`src/rtl/i2cmb_wb_sequencer.sv`:
```
// Wishbone master that drives an I2CMB core through one complete I2C byte transaction
// (bus select, start, address, one data byte, stop) and reports a single response.
module i2cmb_wb_sequencer #(
    parameter int unsigned TIMEOUT_CYCLES = 4096,
    parameter logic [7:0]  CSR_ENABLE_VAL = 8'hC0
) (
    input  logic       clk_i,
    input  logic       rst_i,
    input  logic       req_valid_i,
    output logic       req_ready_o,
    input  logic [3:0] req_bus_i,
    input  logic [6:0] req_addr_i,
    input  logic       req_rw_i,
    input  logic [7:0] req_wdata_i,
    output logic       rsp_valid_o,
    output logic [7:0] rsp_rdata_o,
    output logic [1:0] rsp_status_o,
    output logic       wb_cyc_o,
    output logic       wb_stb_o,
    output logic       wb_we_o,
    output logic [1:0] wb_adr_o,
    output logic [7:0] wb_dat_o,
    input  logic [7:0] wb_dat_i,
    input  logic       wb_ack_i,
    input  logic       irq_i
);

    localparam int unsigned CNT_W = $clog2(TIMEOUT_CYCLES + 1);
    localparam logic [CNT_W-1:0] CNT_LAST = CNT_W'(TIMEOUT_CYCLES - 1);

    localparam logic [1:0] ADR_CSR  = 2'd0;
    localparam logic [1:0] ADR_DPR  = 2'd1;
    localparam logic [1:0] ADR_CMDR = 2'd2;

    localparam logic [2:0] CMD_SET_BUS  = 3'b110;
    localparam logic [2:0] CMD_START    = 3'b100;
    localparam logic [2:0] CMD_WRITE    = 3'b001;
    localparam logic [2:0] CMD_READ_NAK = 3'b011;
    localparam logic [2:0] CMD_STOP     = 3'b101;

    localparam logic [1:0] RSP_OK  = 2'b00;
    localparam logic [1:0] RSP_NAK = 2'b01;
    localparam logic [1:0] RSP_AL  = 2'b10;
    localparam logic [1:0] RSP_ERR = 2'b11;

    localparam logic [3:0] ST_IDLE    = 4'd0;
    localparam logic [3:0] ST_CSR_EN  = 4'd1;
    localparam logic [3:0] ST_DPR_WR  = 4'd2;
    localparam logic [3:0] ST_CMD_WR  = 4'd3;
    localparam logic [3:0] ST_WAIT    = 4'd4;
    localparam logic [3:0] ST_STAT    = 4'd5;
    localparam logic [3:0] ST_DPR_RD  = 4'd6;
    localparam logic [3:0] ST_CSR_DIS = 4'd7;
    localparam logic [3:0] ST_DONE    = 4'd8;

    // Command steps run in this numeric order; advancing is step + 1.
    localparam logic [2:0] STEP_BUS   = 3'd0;
    localparam logic [2:0] STEP_START = 3'd1;
    localparam logic [2:0] STEP_ADDR  = 3'd2;
    localparam logic [2:0] STEP_DATA  = 3'd3;
    localparam logic [2:0] STEP_STOP  = 3'd4;

    logic [3:0]       state_q, state_d;
    logic [2:0]       step_q, step_d;
    logic             enabled_q, enabled_d;
    logic [CNT_W-1:0] cnt_q, cnt_d;
    logic [1:0]       pend_q, pend_d;
    logic [7:0]       rdata_q, rdata_d;

    logic [3:0] bus_q;
    logic [6:0] addr_q;
    logic       rw_q;
    logic [7:0] wdata_q;

    logic       ready_d, rsp_valid_d;
    logic [7:0] rsp_rdata_d;
    logic [1:0] rsp_status_d;
    logic       cyc_d, stb_d, we_d;
    logic [1:0] adr_d;
    logic [7:0] dat_d;

    logic       accept_c;
    logic       done_c;
    logic       fin_c;
    logic [1:0] fin_status_c;
    logic       acc_c;
    logic       acc_we_c;
    logic [1:0] acc_adr_c;
    logic [7:0] acc_dat_c;
    logic [2:0] step_cmd_c;
    logic [7:0] step_dpr_c;
    logic       step_is_write_c;

    function automatic logic step_has_dpr(input logic [2:0] s, input logic rw);
        return (s == STEP_BUS) || (s == STEP_ADDR) || ((s == STEP_DATA) && !rw);
    endfunction

    // Command code and DPR payload of the current step
    always_comb begin
        step_cmd_c = CMD_STOP;
        step_dpr_c = wdata_q;
        case (step_q)
            STEP_BUS:   begin step_cmd_c = CMD_SET_BUS; step_dpr_c = {4'd0, bus_q}; end
            STEP_START: step_cmd_c = CMD_START;
            STEP_ADDR:  begin step_cmd_c = CMD_WRITE; step_dpr_c = {addr_q, rw_q}; end
            STEP_DATA:  step_cmd_c = rw_q ? CMD_READ_NAK : CMD_WRITE;
            default:    step_cmd_c = CMD_STOP;
        endcase
        step_is_write_c = (step_q == STEP_ADDR) || ((step_q == STEP_DATA) && !rw_q);
    end

    // Wishbone access owned by each bus state
    always_comb begin
        acc_c     = 1'b0;
        acc_we_c  = 1'b0;
        acc_adr_c = ADR_CSR;
        acc_dat_c = 8'h00;
        case (state_q)
            ST_CSR_EN:  begin acc_c = 1'b1; acc_we_c = 1'b1; acc_dat_c = CSR_ENABLE_VAL; end
            ST_DPR_WR:  begin acc_c = 1'b1; acc_we_c = 1'b1; acc_adr_c = ADR_DPR; acc_dat_c = step_dpr_c; end
            ST_CMD_WR:  begin acc_c = 1'b1; acc_we_c = 1'b1; acc_adr_c = ADR_CMDR; acc_dat_c = {5'd0, step_cmd_c}; end
            ST_STAT:    begin acc_c = 1'b1; acc_adr_c = ADR_CMDR; end
            ST_DPR_RD:  begin acc_c = 1'b1; acc_adr_c = ADR_DPR; end
            ST_CSR_DIS: begin acc_c = 1'b1; acc_we_c = 1'b1; end
            default:    acc_c = 1'b0;
        endcase
    end

    // Next-state and next-output logic
    always_comb begin
        state_d      = state_q;
        step_d       = step_q;
        enabled_d    = enabled_q;
        cnt_d        = cnt_q;
        pend_d       = pend_q;
        rdata_d      = rdata_q;
        ready_d      = 1'b0;
        rsp_valid_d  = 1'b0;
        rsp_rdata_d  = rsp_rdata_o;
        rsp_status_d = rsp_status_o;
        cyc_d        = wb_cyc_o;
        stb_d        = wb_stb_o;
        we_d         = wb_we_o;
        adr_d        = wb_adr_o;
        dat_d        = wb_dat_o;
        accept_c     = 1'b0;
        done_c       = 1'b0;
        fin_c        = 1'b0;
        fin_status_c = RSP_OK;

        // A bus state launches its access after one idle cycle, so the strobe
        // always drops for at least a cycle between back-to-back accesses.
        if (acc_c) begin
            if (!wb_cyc_o) begin
                cyc_d = 1'b1;
                stb_d = 1'b1;
                we_d  = acc_we_c;
                adr_d = acc_adr_c;
                dat_d = acc_dat_c;
            end else if (wb_ack_i) begin
                cyc_d  = 1'b0;
                stb_d  = 1'b0;
                we_d   = 1'b0;
                adr_d  = 2'd0;
                dat_d  = 8'h00;
                done_c = 1'b1;
            end
        end

        case (state_q)
            ST_IDLE: begin
                ready_d = 1'b1;
                if (req_valid_i && req_ready_o) begin
                    accept_c = 1'b1;
                    ready_d  = 1'b0;
                    pend_d   = RSP_OK;
                    rdata_d  = 8'h00;
                    step_d   = STEP_BUS;
                    state_d  = enabled_q ? ST_DPR_WR : ST_CSR_EN;
                end
            end
            ST_CSR_EN: begin
                if (done_c) begin
                    enabled_d = 1'b1;
                    state_d   = ST_DPR_WR;
                end
            end
            ST_DPR_WR: begin
                if (done_c) state_d = ST_CMD_WR;
            end
            ST_CMD_WR: begin
                if (done_c) begin
                    cnt_d   = '0;
                    state_d = ST_WAIT;
                end
            end
            ST_WAIT: begin
                if (irq_i) begin
                    state_d = ST_STAT;
                end else if (cnt_q == CNT_LAST) begin
                    state_d = ST_CSR_DIS;
                end else begin
                    cnt_d = cnt_q + CNT_W'(1);
                end
            end
            ST_STAT: begin
                if (done_c) begin
                    if (wb_dat_i[5]) begin
                        fin_c        = 1'b1;
                        fin_status_c = RSP_AL;
                    end else if (wb_dat_i[4]) begin
                        fin_c        = 1'b1;
                        fin_status_c = RSP_ERR;
                    end else if (step_q == STEP_STOP) begin
                        fin_c        = 1'b1;
                        fin_status_c = pend_q;
                    end else if (wb_dat_i[6] && step_is_write_c) begin
                        pend_d  = RSP_NAK;
                        step_d  = STEP_STOP;
                        state_d = ST_CMD_WR;
                    end else if ((step_q == STEP_DATA) && rw_q) begin
                        state_d = ST_DPR_RD;
                    end else begin
                        step_d  = step_q + 3'd1;
                        state_d = step_has_dpr(step_q + 3'd1, rw_q) ? ST_DPR_WR : ST_CMD_WR;
                    end
                end
            end
            ST_DPR_RD: begin
                if (done_c) begin
                    rdata_d = wb_dat_i;
                    step_d  = STEP_STOP;
                    state_d = ST_CMD_WR;
                end
            end
            ST_CSR_DIS: begin
                if (done_c) begin
                    enabled_d    = 1'b0;
                    fin_c        = 1'b1;
                    fin_status_c = RSP_ERR;
                end
            end
            ST_DONE: begin
                ready_d = 1'b1;
                state_d = ST_IDLE;
            end
            default: state_d = ST_IDLE;
        endcase

        if (fin_c) begin
            rsp_valid_d  = 1'b1;
            rsp_status_d = fin_status_c;
            rsp_rdata_d  = rw_q ? rdata_q : 8'h00;
            state_d      = ST_DONE;
        end
    end

    // State and registered outputs
    always_ff @(posedge clk_i or posedge rst_i) begin
        if (rst_i) begin
            state_q      <= ST_IDLE;
            step_q       <= STEP_BUS;
            enabled_q    <= 1'b0;
            cnt_q        <= '0;
            pend_q       <= RSP_OK;
            rdata_q      <= 8'h00;
            req_ready_o  <= 1'b0;
            rsp_valid_o  <= 1'b0;
            rsp_rdata_o  <= 8'h00;
            rsp_status_o <= 2'b00;
            wb_cyc_o     <= 1'b0;
            wb_stb_o     <= 1'b0;
            wb_we_o      <= 1'b0;
            wb_adr_o     <= 2'd0;
            wb_dat_o     <= 8'h00;
        end else begin
            state_q      <= state_d;
            step_q       <= step_d;
            enabled_q    <= enabled_d;
            cnt_q        <= cnt_d;
            pend_q       <= pend_d;
            rdata_q      <= rdata_d;
            req_ready_o  <= ready_d;
            rsp_valid_o  <= rsp_valid_d;
            rsp_rdata_o  <= rsp_rdata_d;
            rsp_status_o <= rsp_status_d;
            wb_cyc_o     <= cyc_d;
            wb_stb_o     <= stb_d;
            wb_we_o      <= we_d;
            wb_adr_o     <= adr_d;
            wb_dat_o     <= dat_d;
        end
    end

    // Request capture
    always_ff @(posedge clk_i or posedge rst_i) begin
        if (rst_i) begin
            bus_q   <= 4'd0;
            addr_q  <= 7'd0;
            rw_q    <= 1'b0;
            wdata_q <= 8'h00;
        end else if (accept_c) begin
            bus_q   <= req_bus_i;
            addr_q  <= req_addr_i;
            rw_q    <= req_rw_i;
            wdata_q <= req_wdata_i;
        end
    end

endmodule

```
`config.mk`:
```
export PLATFORM = sky130hd
export DESIGN_NAME = i2cmb_wb_sequencer
export DESIGN_NICKNAME = d
export VERILOG_FILES = /design/src/rtl/i2cmb_wb_sequencer.sv
export SDC_FILE = /design/constraint.sdc
export NUM_CORES = 1
export LEC_CHECK = 0
export CAP_MARGIN = 5
export CORE_UTILIZATION = 40
export CTS_CLUSTER_SIZE = 30
export DETAILED_ROUTE_END_ITERATION = 10
export PLACE_DENSITY = 0.6
export SYNTH_ARGS = -nofsm -noshare
export SYNTH_HDL_FRONTEND = slang
export SYNTH_SLANG_ARGS = --single-unit
```
`constraint.sdc`:
```
create_clock -name clk_i -period 2.68 [get_ports clk_i]
set_input_delay 0.268 -clock clk_i [delete_from_list [all_inputs] [get_ports clk_i]]
set_output_delay 0.268 -clock clk_i [all_outputs]
set_load 0.03 [all_outputs]
```
# Word level (Yosys, flattened, before mapping)
# Index checks and enable logic that the tools add are counted.
# classes
n_reduce_logical	28
n_eq_ne	39
n_addsub	2
muxes	79
# op_table
op	n
two-way mux 4 bit	11
two-way mux 8 bit	5
two-way mux 13 bit	3
case mux 8 bit (2 select lines)	2
two-way mux 2 bit	15
two-way mux 3 bit	10
case mux 4 bit (7 select lines)	1
!= test 2 bit (second input constant)	13
case mux 13 bit (2 select lines)	1
!= test 3 bit (second input constant)	8
case mux 8 bit (3 select lines)	1
two-way mux 1 bit	22
== test 4 x 3 -> 1 bit (second input constant)	4
adder 13 x 1 -> 13 bit (second input constant)	1
== test 13 x 12 -> 1 bit (second input constant)	1
== test 3 x 2 -> 1 bit (second input constant)	4
case mux 2 bit (2 select lines)	3
case mux 3 bit (4 select lines)	1
AND reduction 10 bit	1
case mux 3 bit (3 select lines)	1
== test 4 x 2 -> 1 bit (second input constant)	2
AND reduction 8 bit	1
nonzero test 2 bit	4
AND reduction 7 bit	1
other kinds (21)	32
# word_totals
ff_bits	76
elab_cells	167
output_inout_bits	25
inputBits	33

# Depth between registers and ports, before layout
# Gate-level depths: netlist (run 1).
# logic_depth
word_depth	13
depth_mapped	9
ltp_nobuf	7

# Least setup slack after synthesis (run 1)
# OpenSTA, ideal clock, no wires.
# synth_timing
path_type	register -> register
from	register step_q[0]
to	register state_q[2]
setup_slack_ns	0.606
stages_incl_launch_ff	9
setup_time_ns	0.073
required_time_ns	2.607
synth_period_minus_slack_ns	2.074
t_arrival_ns	2.001
path_cell_list	dfrtp_1 > inv_1 > ha_1 > buf_6 > a211o_1 > nand2b_1 > a311o_1 > a2111o_1 > nand4_1
# synth_via
elab_chain_cells	11
# synth_rtl
element	line	rtl
start, declared	64	logic [2:0] step_q, step_d;
start signal, assigned	278	step_q <= step_d;
== test 3 x 2 -> 1 bit	109, 221	
logical AND 1 bit	109	step_is_write_c = (step_q == STEP_ADDR) || ((step_q == STEP_DATA) && !rw_q);
logical OR 1 bit	109	
logical AND 1 bit	217	end else if (wb_dat_i[6] && step_is_write_c) begin
two-way mux 3 bit	217	
two-way mux 4 bit	214	end else if (step_q == STEP_STOP) begin
two-way mux 4 bit	211	end else if (wb_dat_i[4]) begin
two-way mux 4 bit	208	if (wb_dat_i[5]) begin
two-way mux 4 bit	207	if (done_c) begin
case mux 4 bit (7 select lines)	170	case (state_q)
two-way mux 4 bit	250	if (fin_c) begin
end signal, assigned	277	state_q <= state_d;
end, declared	63	logic [3:0] state_q, state_d;
# Several ways; a longest one is shown, not always the timed one. The select of a mux whose other input is x is not followed.
# A chain may end at the register's enable or synchronous reset.

# Final worst setup path (run 1)
# layout_timing
from	register state_q[1]
to	register addr_q[4]
# layout_via
elab_chain_cells	2
# layout_rtl
element	line	rtl
zero test 4 bit	170	
two-way mux 1 bit	170	
end signal, assigned	304	addr_q <= req_addr_i;
end, declared	71	logic [6:0] addr_q;
# No other way between the ends.

==> results of run 1 <==
## report_power, final
group	switching [mW]	internal, mW	total (mW)
registers	0.300	1.44	1.74
logic	0.854	0.690	1.54
clock network	0.404	0.764	1.17
## layer usage
metal  wire (microns)  up-vias  global-route usage [%]
li1                 -     1416                       -
met1             3910     1382                    25.2
met2             3850       59                    30.3
met3              324        9                    4.24
met4              104        0                    5.94
met5                0        -                       0
## layout make-up
class	count	area, sq um
clock buffer	12	155
clock inverter	4	120
fill	789	4160
inverter	12	45.0
multi-input combinational	259	1660
sequential	75	1880
tap	108	135
timing repair buffer	67	658
## placed cells by master (no fill, tap or decap), types with 2 or more instances in the layout
cell	synthesis	final
sky130_fd_sc_hd__a211o_1	2	2
sky130_fd_sc_hd__a21o_1	2	2
sky130_fd_sc_hd__a21oi_1	10	10
sky130_fd_sc_hd__a221o_1	2	2
sky130_fd_sc_hd__a22o_1	4	4
sky130_fd_sc_hd__a22oi_1	5	5
sky130_fd_sc_hd__a311o_1	2	2
sky130_fd_sc_hd__a31oi_1	2	2
sky130_fd_sc_hd__a32o_1	3	3
sky130_fd_sc_hd__and2_1	2	2
sky130_fd_sc_hd__and3_1	2	2
sky130_fd_sc_hd__and4_1	2	2
sky130_fd_sc_hd__buf_4	0	9
sky130_fd_sc_hd__bufinv_16	0	4
sky130_fd_sc_hd__clkbuf_8	0	11
sky130_fd_sc_hd__clkdlybuf4s50_1	0	57
sky130_fd_sc_hd__dfrtp_1	75	75
sky130_fd_sc_hd__ha_1	6	6
sky130_fd_sc_hd__inv_1	11	10
sky130_fd_sc_hd__inv_2	1	2
sky130_fd_sc_hd__mux2_2	20	20
sky130_fd_sc_hd__mux2i_1	4	4
sky130_fd_sc_hd__nand2_1	54	54
sky130_fd_sc_hd__nand2b_1	5	5
sky130_fd_sc_hd__nand3_1	13	13
sky130_fd_sc_hd__nand4_1	7	7
sky130_fd_sc_hd__nor2_1	30	30
sky130_fd_sc_hd__nor2b_1	4	4
sky130_fd_sc_hd__nor3_1	4	4
sky130_fd_sc_hd__nor4_1	9	9
sky130_fd_sc_hd__o21ai_0	15	15
sky130_fd_sc_hd__o21ai_1	16	16
sky130_fd_sc_hd__xnor2_1	10	10
## state kept, by name (all words and copies together) (netlist names)
name          cells
rsp_valid_o       1
wb_we_o           1
wb_cyc_o          1
req_ready_o       1
rdata_q           8
wb_adr_o          2
step_q            3
bus_q             4
addr_q            7
wb_dat_o          8
rsp_status_o      2
cnt_q            13
enabled_q         1
rsp_rdata_o       8
pend_q            1
wb_stb_o          1
wdata_q           8
rw_q              1
state_q           4
## worst max-delay path, stage by stage, from the launching register on
cell                      delay [ns]
sky130_fd_sc_hd__dfrtp_1        0.58
sky130_fd_sc_hd__nor4_1         0.54
sky130_fd_sc_hd__and2b_1        0.24
sky130_fd_sc_hd__buf_4          0.29
sky130_fd_sc_hd__mux2_2         0.37
## cells by family (layout without fill, tap and decap cells)
group | count (synthesis) | in the layout
AO/OA/AOI/OAI | 79 | 79
XOR/XNOR | 11 | 11
adder cells (fa/ha/maj) | 6 | 6
buffers and inverters | 30 | 95
flip-flops | 75 | 75
multiplexers | 24 | 24
AND/OR/NAND/NOR | 139 | 139
## metrics by stage
step                instances  setup WS [ns]  hold WS [ns]  util [%]
floorplan                 364          0.502         0.395         -
global placement          521          0.557         0.460      49.6
detailed placement        521          0.540         0.469      49.6
CTS                       537          0.531         0.297      52.8
global route              537          0.312         0.341      52.8
finish                    537          0.533         0.292      52.8
## final timing paths
path                                start              to  slack [ns]
hold reg to reg            rsp_rdata_o[7]  rsp_rdata_o[7]        0.48
min in group clk_i            wb_dat_i[7]      rdata_q[7]        0.47
setup / recovery               state_q[1]       addr_q[4]        0.53
max in group asynchronous           rst_i        cnt_q[5]        1.72
hold / removal                      rst_i     wb_dat_o[5]        0.29
setup reg to reg               state_q[1]       addr_q[4]        0.53
==> impl_metrics.tcl, run 1 <==
set metrics [dict create \
    dpl.hpwl_microns 5910 \
    fraction_of_layout_cells_with_a_size_suffix_above_1_pct 12.6 \
    power.leakage_nw 1.95 \
    cts_buffers 9 \
    grt_first_pass_wirelength_microns 14200 \
    worstSetupPathType "flip-flop to flip-flop" \
    synth_top_family_by_area "simple AND/OR/NAND/NOR gates" \
    syn_warnings 0 \
    synthTopCellsByCount "75 x sky130_fd_sc_hd__dfrtp_1, 54 x sky130_fd_sc_hd__nand2_1, 30 x sky130_fd_sc_hd__nor2_1, 20 x sky130_fd_sc_hd__mux2_2, 16 x sky130_fd_sc_hd__o21ai_1" \
    failing_checks "DRC" \
    report.final.hold_viol_count 0 \
    worst_max_slew_margin_expressed_relative_to_the_limit_pct 40.9 \
    most_frequent_cell_after_synthesis "sky130_fd_sc_hd__dfrtp_1" \
    cts_resized 0 \
    final_net_count 463 \
    yosys.area.top_type "sky130_fd_sc_hd__dfrtp_1" \
    final_total_pwr_mw 4.46 \
    io-pin-count 58 \
    netlist-cell-type-count 56 \
    antenna_cells_inserted 0 \
    mean_syn_cell_area_sq_um 10.1 \
    placement.io_buffers 57 \
    synth-async-reset-ratio_pct 100 \
    post-route-drc-count 12 \
    initial_utilization_pct 41.6 \
    fp.dieH_microns 97.7 \
    ant_nets 0 \
    placedInstanceArea_sq_um 4370 \
    cts.sinks 75 \
    drt-total-wl_microns 8190 \
    postSynthRegisterBits 75 \
    synthToLayoutAreaGrowth_pct 26.9 \
    crit_required_ns 2.90 \
    post_synth_inst_count 364 \
    initial_antenna_violation_count 0 \
    dieArea_sq_um 9540 \
    avgRoutedWirePerCell_microns 15.2 \
    yosys_most_used_dff "sky130_fd_sc_hd__dfrtp_1" \
    cts_setup_buffers 0 \
    synth.mux.area_fraction_pct 7.24 \
    chipWidth_microns 97.7 \
    worst_ep_arrival_time_ns 2.37 \
    route.detailed.vias_per_inst 5.34 \
    setup-violations-final 0 \
    synth_largest_type_area_fraction_pct 51.2 \
    drt_pre_antenna_iters 7 \
    cts.hold.buffers_added 0 \
    clkTransAtPathRegs_ns 0.07 \
    ctsHtreeMaxLevel 3 \
    gp_congestion 0.863 \
    drt_iter0_drc 160 \
    final-max-slew-violation-count 0 \
    synth_compound_gate_area_share_pct 14.8 \
    ff2ff_path_depth 4 \
    yosys.area_share.simple_pct 18.5 \
    final_cell_area_sq_um 4650 \
    rsz_0062_raised_after_global_routing "false" \
    fin_tns_setup_ns 0 \
    clk_path_buf_depth 2 \
    synth.cell_area_sq_um 3660 \
    critPathLaunchType "flip-flop" \
    critical_path_peak_fanout 21 \
    timing.final.crit_share_pct 80.1 \
    global_route.overflow_total 0 \
    tightest_slew_ns 0.880 \
    timing.clock.skew_ns 0.0109 \
    synth-xor-area-share_pct 2.63 \
    synth-seq-area-share_pct 51.2 \
    post_synth_fa_ha_maj_area_fraction_pct 2.05 \
    clock_root_cell "sky130_fd_sc_hd__clkbuf_8" \
    power-per-cell-area_nw_per_um2 959 \
    grt_start_max_net_pins 52 \
    first_global_vias 2874 \
    number_of_nets_produced_by_synthesis 403 \
    layout_min_cycle_time_ns 2.15 \
    clock.fmax_mhz 466 \
    synth_edf_count 0 \
    hold_class "input port to asynchronous set/reset pin" \
    num_vias 2866 \
    floorplan.core_area_sq_um 8810 \
    cts_tree "built" \
    timing.max_cap.violations 0 \
    run_status "complete, but fails checks" \
    max-vdd-ir-drop_mv 0.398 \
    netlist_top_cells_area "sky130_fd_sc_hd__dfrtp_1 51%, sky130_fd_sc_hd__mux2_2 6.1%, sky130_fd_sc_hd__nand2_1 5.5%, sky130_fd_sc_hd__nor2_1 3.1%, sky130_fd_sc_hd__xnor2_1 2.4%" \
    clk_latency_ns 0.34 \
    crit_end_element "flip-flop" \
    track_usage_pct 18.8 \
    floorplan.rows 34 \
]
Power figures use the tool's default switching activity.
==> inputs of run 2 (changes only) <==
- PLACE_DENSITY: 0.6 -> 0.63
- clock period: 2.68 -> 1.95 ns (I/O delays scaled with it)
==> run 2 against run 1 <==
Against the previous run:
- the flow finishes with violations (DRC, setup timing)
- routed wire length increased by 2.5%
- worst setup slack worse by 0.54 ns
- sequential share of layout area is 1.8 points lower
- global-route usage shrank 0.13 points
- utilization rose by 2.5 points
- maximum frequency rose by 9.9%
- cell area up 4.7%
- final cell count increased by 5.6%
==> impl_metrics.tcl, run 2 (synthesis gave the netlist of run 1 again) <==
set metrics [dict create \
    drt-met1-wl_microns 4220 \
    timing.clock.skew_ns 0.0152 \
    critical_path_peak_fanout 4 \
    final_cell_area_sq_um 4860 \
    cp-endpoint "step_q[1]" \
    layout_commonest_cell "sky130_fd_sc_hd__dfrtp_1" \
    grt_first_pass_wirelength_microns 14000 \
    setup-violations-final 1 \
    r2r_setup_slack_ns -0.003 \
    ctsHtreeMaxLevel 3 \
    setup_ws_ns -0.00299 \
    final-max-slew-violation-count 0 \
    regMostFlops "cnt_q" \
    critPathLaunchType "flip-flop" \
    route.detailed.vias_per_inst 5.23 \
    clkTransAtPathRegs_ns 0.09 \
    fraction_of_layout_cells_with_a_size_suffix_above_1_pct 21.4 \
    crit_end_element "flip-flop" \
    drt_iter0_drc 157 \
    ff2ff_path_depth 8 \
    power_switching_share_pct 37.2 \
    seq_power_share_pct 37.9 \
    startpoint "step_q[0]" \
    placement.io_buffers 57 \
    ant_nets 0 \
    final.fill_count 782 \
    timing.final.crit_share_pct 100 \
    run_status "complete, but fails checks" \
    cts_tree "built" \
    worstSetupPathType "flip-flop to flip-flop" \
    synthToLayoutAreaGrowth_pct 32.8 \
    fin_tns_setup_ns -0.00299 \
    floorplan.rows 34 \
    first_global_vias 2814 \
    clk_path_buf_depth 2 \
    grt_start_max_net_pins 76 \
    met3RoutedLength_microns 331 \
    p_int_mw 3.80 \
    worst_ep_arrival_time_ns 2.17 \
    fp.dieH_microns 97.7 \
    antenna_cells_inserted 0 \
    drt-total-wl_microns 8390 \
    tightest_slew_ns 0.828 \
    dieArea_sq_um 9540 \
    num_vias 2963 \
    hold_class "input port to asynchronous set/reset pin" \
    cts_buffers 9 \
    layout_min_cycle_time_ns 1.95 \
    chipWidth_microns 97.7 \
    initial_utilization_pct 41.6 \
    report.final.hold_viol_count 0 \
    comb_power_share_pct 42.8 \
    track_usage_pct 18.7 \
    cts.hold.buffers_added 0 \
    final_total_pwr_mw 6.05 \
    clock_root_cell "sky130_fd_sc_hd__clkbuf_8" \
    power-per-cell-area_nw_per_um2 1240 \
    final_net_count 493 \
    critical_path.reg2reg.endpoint "step_q[1]" \
    power.switching_mw 2.25 \
    finalHoldWorstSlack_ns 0.291 \
    dpl.hpwl_microns 6050 \
    failing_checks "DRC, setup timing" \
    placedInstanceArea_sq_um 4580 \
    clock.fmax_mhz 512 \
    global_route.overflow_total 0 \
    io-pin-count 58 \
    drt_pre_antenna_iters 8 \
    routed.top_layer "met4" \
    floorplan.core_area_sq_um 8810 \
    avgRoutedWirePerCell_microns 14.8 \
    stdcell_count 567 \
    power.leakage_nw 2.07 \
    max-vdd-ir-drop_mv 0.500 \
    crit-reg2reg-launch "step_q[0]" \
    largest_register_ffs 13 \
    crit_required_ns 2.17 \
    gp_congestion 0.854 \
    timing.max_cap.violations 0 \
    detailroute.wirelength.met2_microns 3810 \
    dp_cells 545 \
    final_cell_mix "75 x sky130_fd_sc_hd__dfrtp_1, 57 x sky130_fd_sc_hd__clkdlybuf4s50_1, 53 x sky130_fd_sc_hd__nand2_1" \
    post-route-drc-count 12 \
    worst_max_slew_margin_expressed_relative_to_the_limit_pct 44.4 \
    initial_antenna_violation_count 0 \
    clk_latency_ns 0.35 \
    cts.sinks 75 \
    rsz_0062_raised_after_global_routing "true" \
    power.share.clock_pct 19.2 \
]
-- run 2: metal layers --
metal,track usage [%],vias to the layer above
li1,-,1483
met1,27.1,1420
met2,28.0,56
met3,3.53,4
met4,6.29,0
met5,0,-
-- run 2: critical path, cell delays in order, from the launching register on --
cell and delay [ns]:
sky130_fd_sc_hd__dfrtp_1 0.40, sky130_fd_sc_hd__inv_2 0.08, sky130_fd_sc_hd__buf_4 0.13, sky130_fd_sc_hd__ha_1 0.20, sky130_fd_sc_hd__nor2b_2 0.16, sky130_fd_sc_hd__a21o_1 0.19, sky130_fd_sc_hd__a211o_1 0.29, sky130_fd_sc_hd__and3_2 0.24
sky130_fd_sc_hd__mux2i_1 0.13
-- run 2: worst min path at each step --
stage / endpoint / cells after the start / slack [ns] / start
global placement: rsp_rdata_o[3] / 2 / 0.46 / rsp_rdata_o[3]
detailed placement: rsp_rdata_o[1] / 2 / 0.47 / rsp_rdata_o[1]
CTS: rsp_rdata_o[0] / 3 / 0.32 / rst_i
global route: wb_dat_o[7] / 3 / 0.34 / rst_i
finish: wb_dat_o[5] / 3 / 0.29 / rst_i
floorplan: rdata_q[0] / 2 / 0.32 / wb_dat_i[0]
-- run 2: through the flow --
| step | util [%] | setup WS [ns] |
|---|---|---|
| after floorplan | - | 0.00635 |
| after global placement | 52.0 | 0.0454 |
| after detailed placement | 52.0 | 0.00912 |
| after CTS | 54.2 | 0.0182 |
| after global routing | 55.2 | -0.0684 |
| final | 55.2 | -0.00299 |
-- run 2: power groups by stage --
stage / Sequential [mW] / Clock (mW) / Combinational, mW
2_1_floorplan: 2.48 / 0 / 1.38
3_3_place_gp: 2.30 / 0 / 2.48
3_5_place_dp: 2.32 / 0 / 2.50
4_1_cts: 2.28 / 1.20 / 2.51
5_1_grt: 2.35 / 1.27 / 2.83
6_report: 2.29 / 1.16 / 2.59
-- run 2: area by class of cell --
type | count | area [sq um] | share of cell area (%)
Sequential cell | 75 | 1880 | 38.6
Multi-Input combinational cell | 259 | 1710 | 35.2
Timing Repair Buffer | 97 | 896 | 18.4
Tap cell | 108 | 135 | 2.78
Clock buffer | 9 | 124 | 2.55
Clock inverter | 7 | 68.8 | 1.41
Inverter | 12 | 48.8 | 1.00
-- run 2: what timing repair did --
action                     4_1_cts  5_1_grt
setup buffers                    0        6
resized for setup                0       12
setup endpoints to repair        0       33
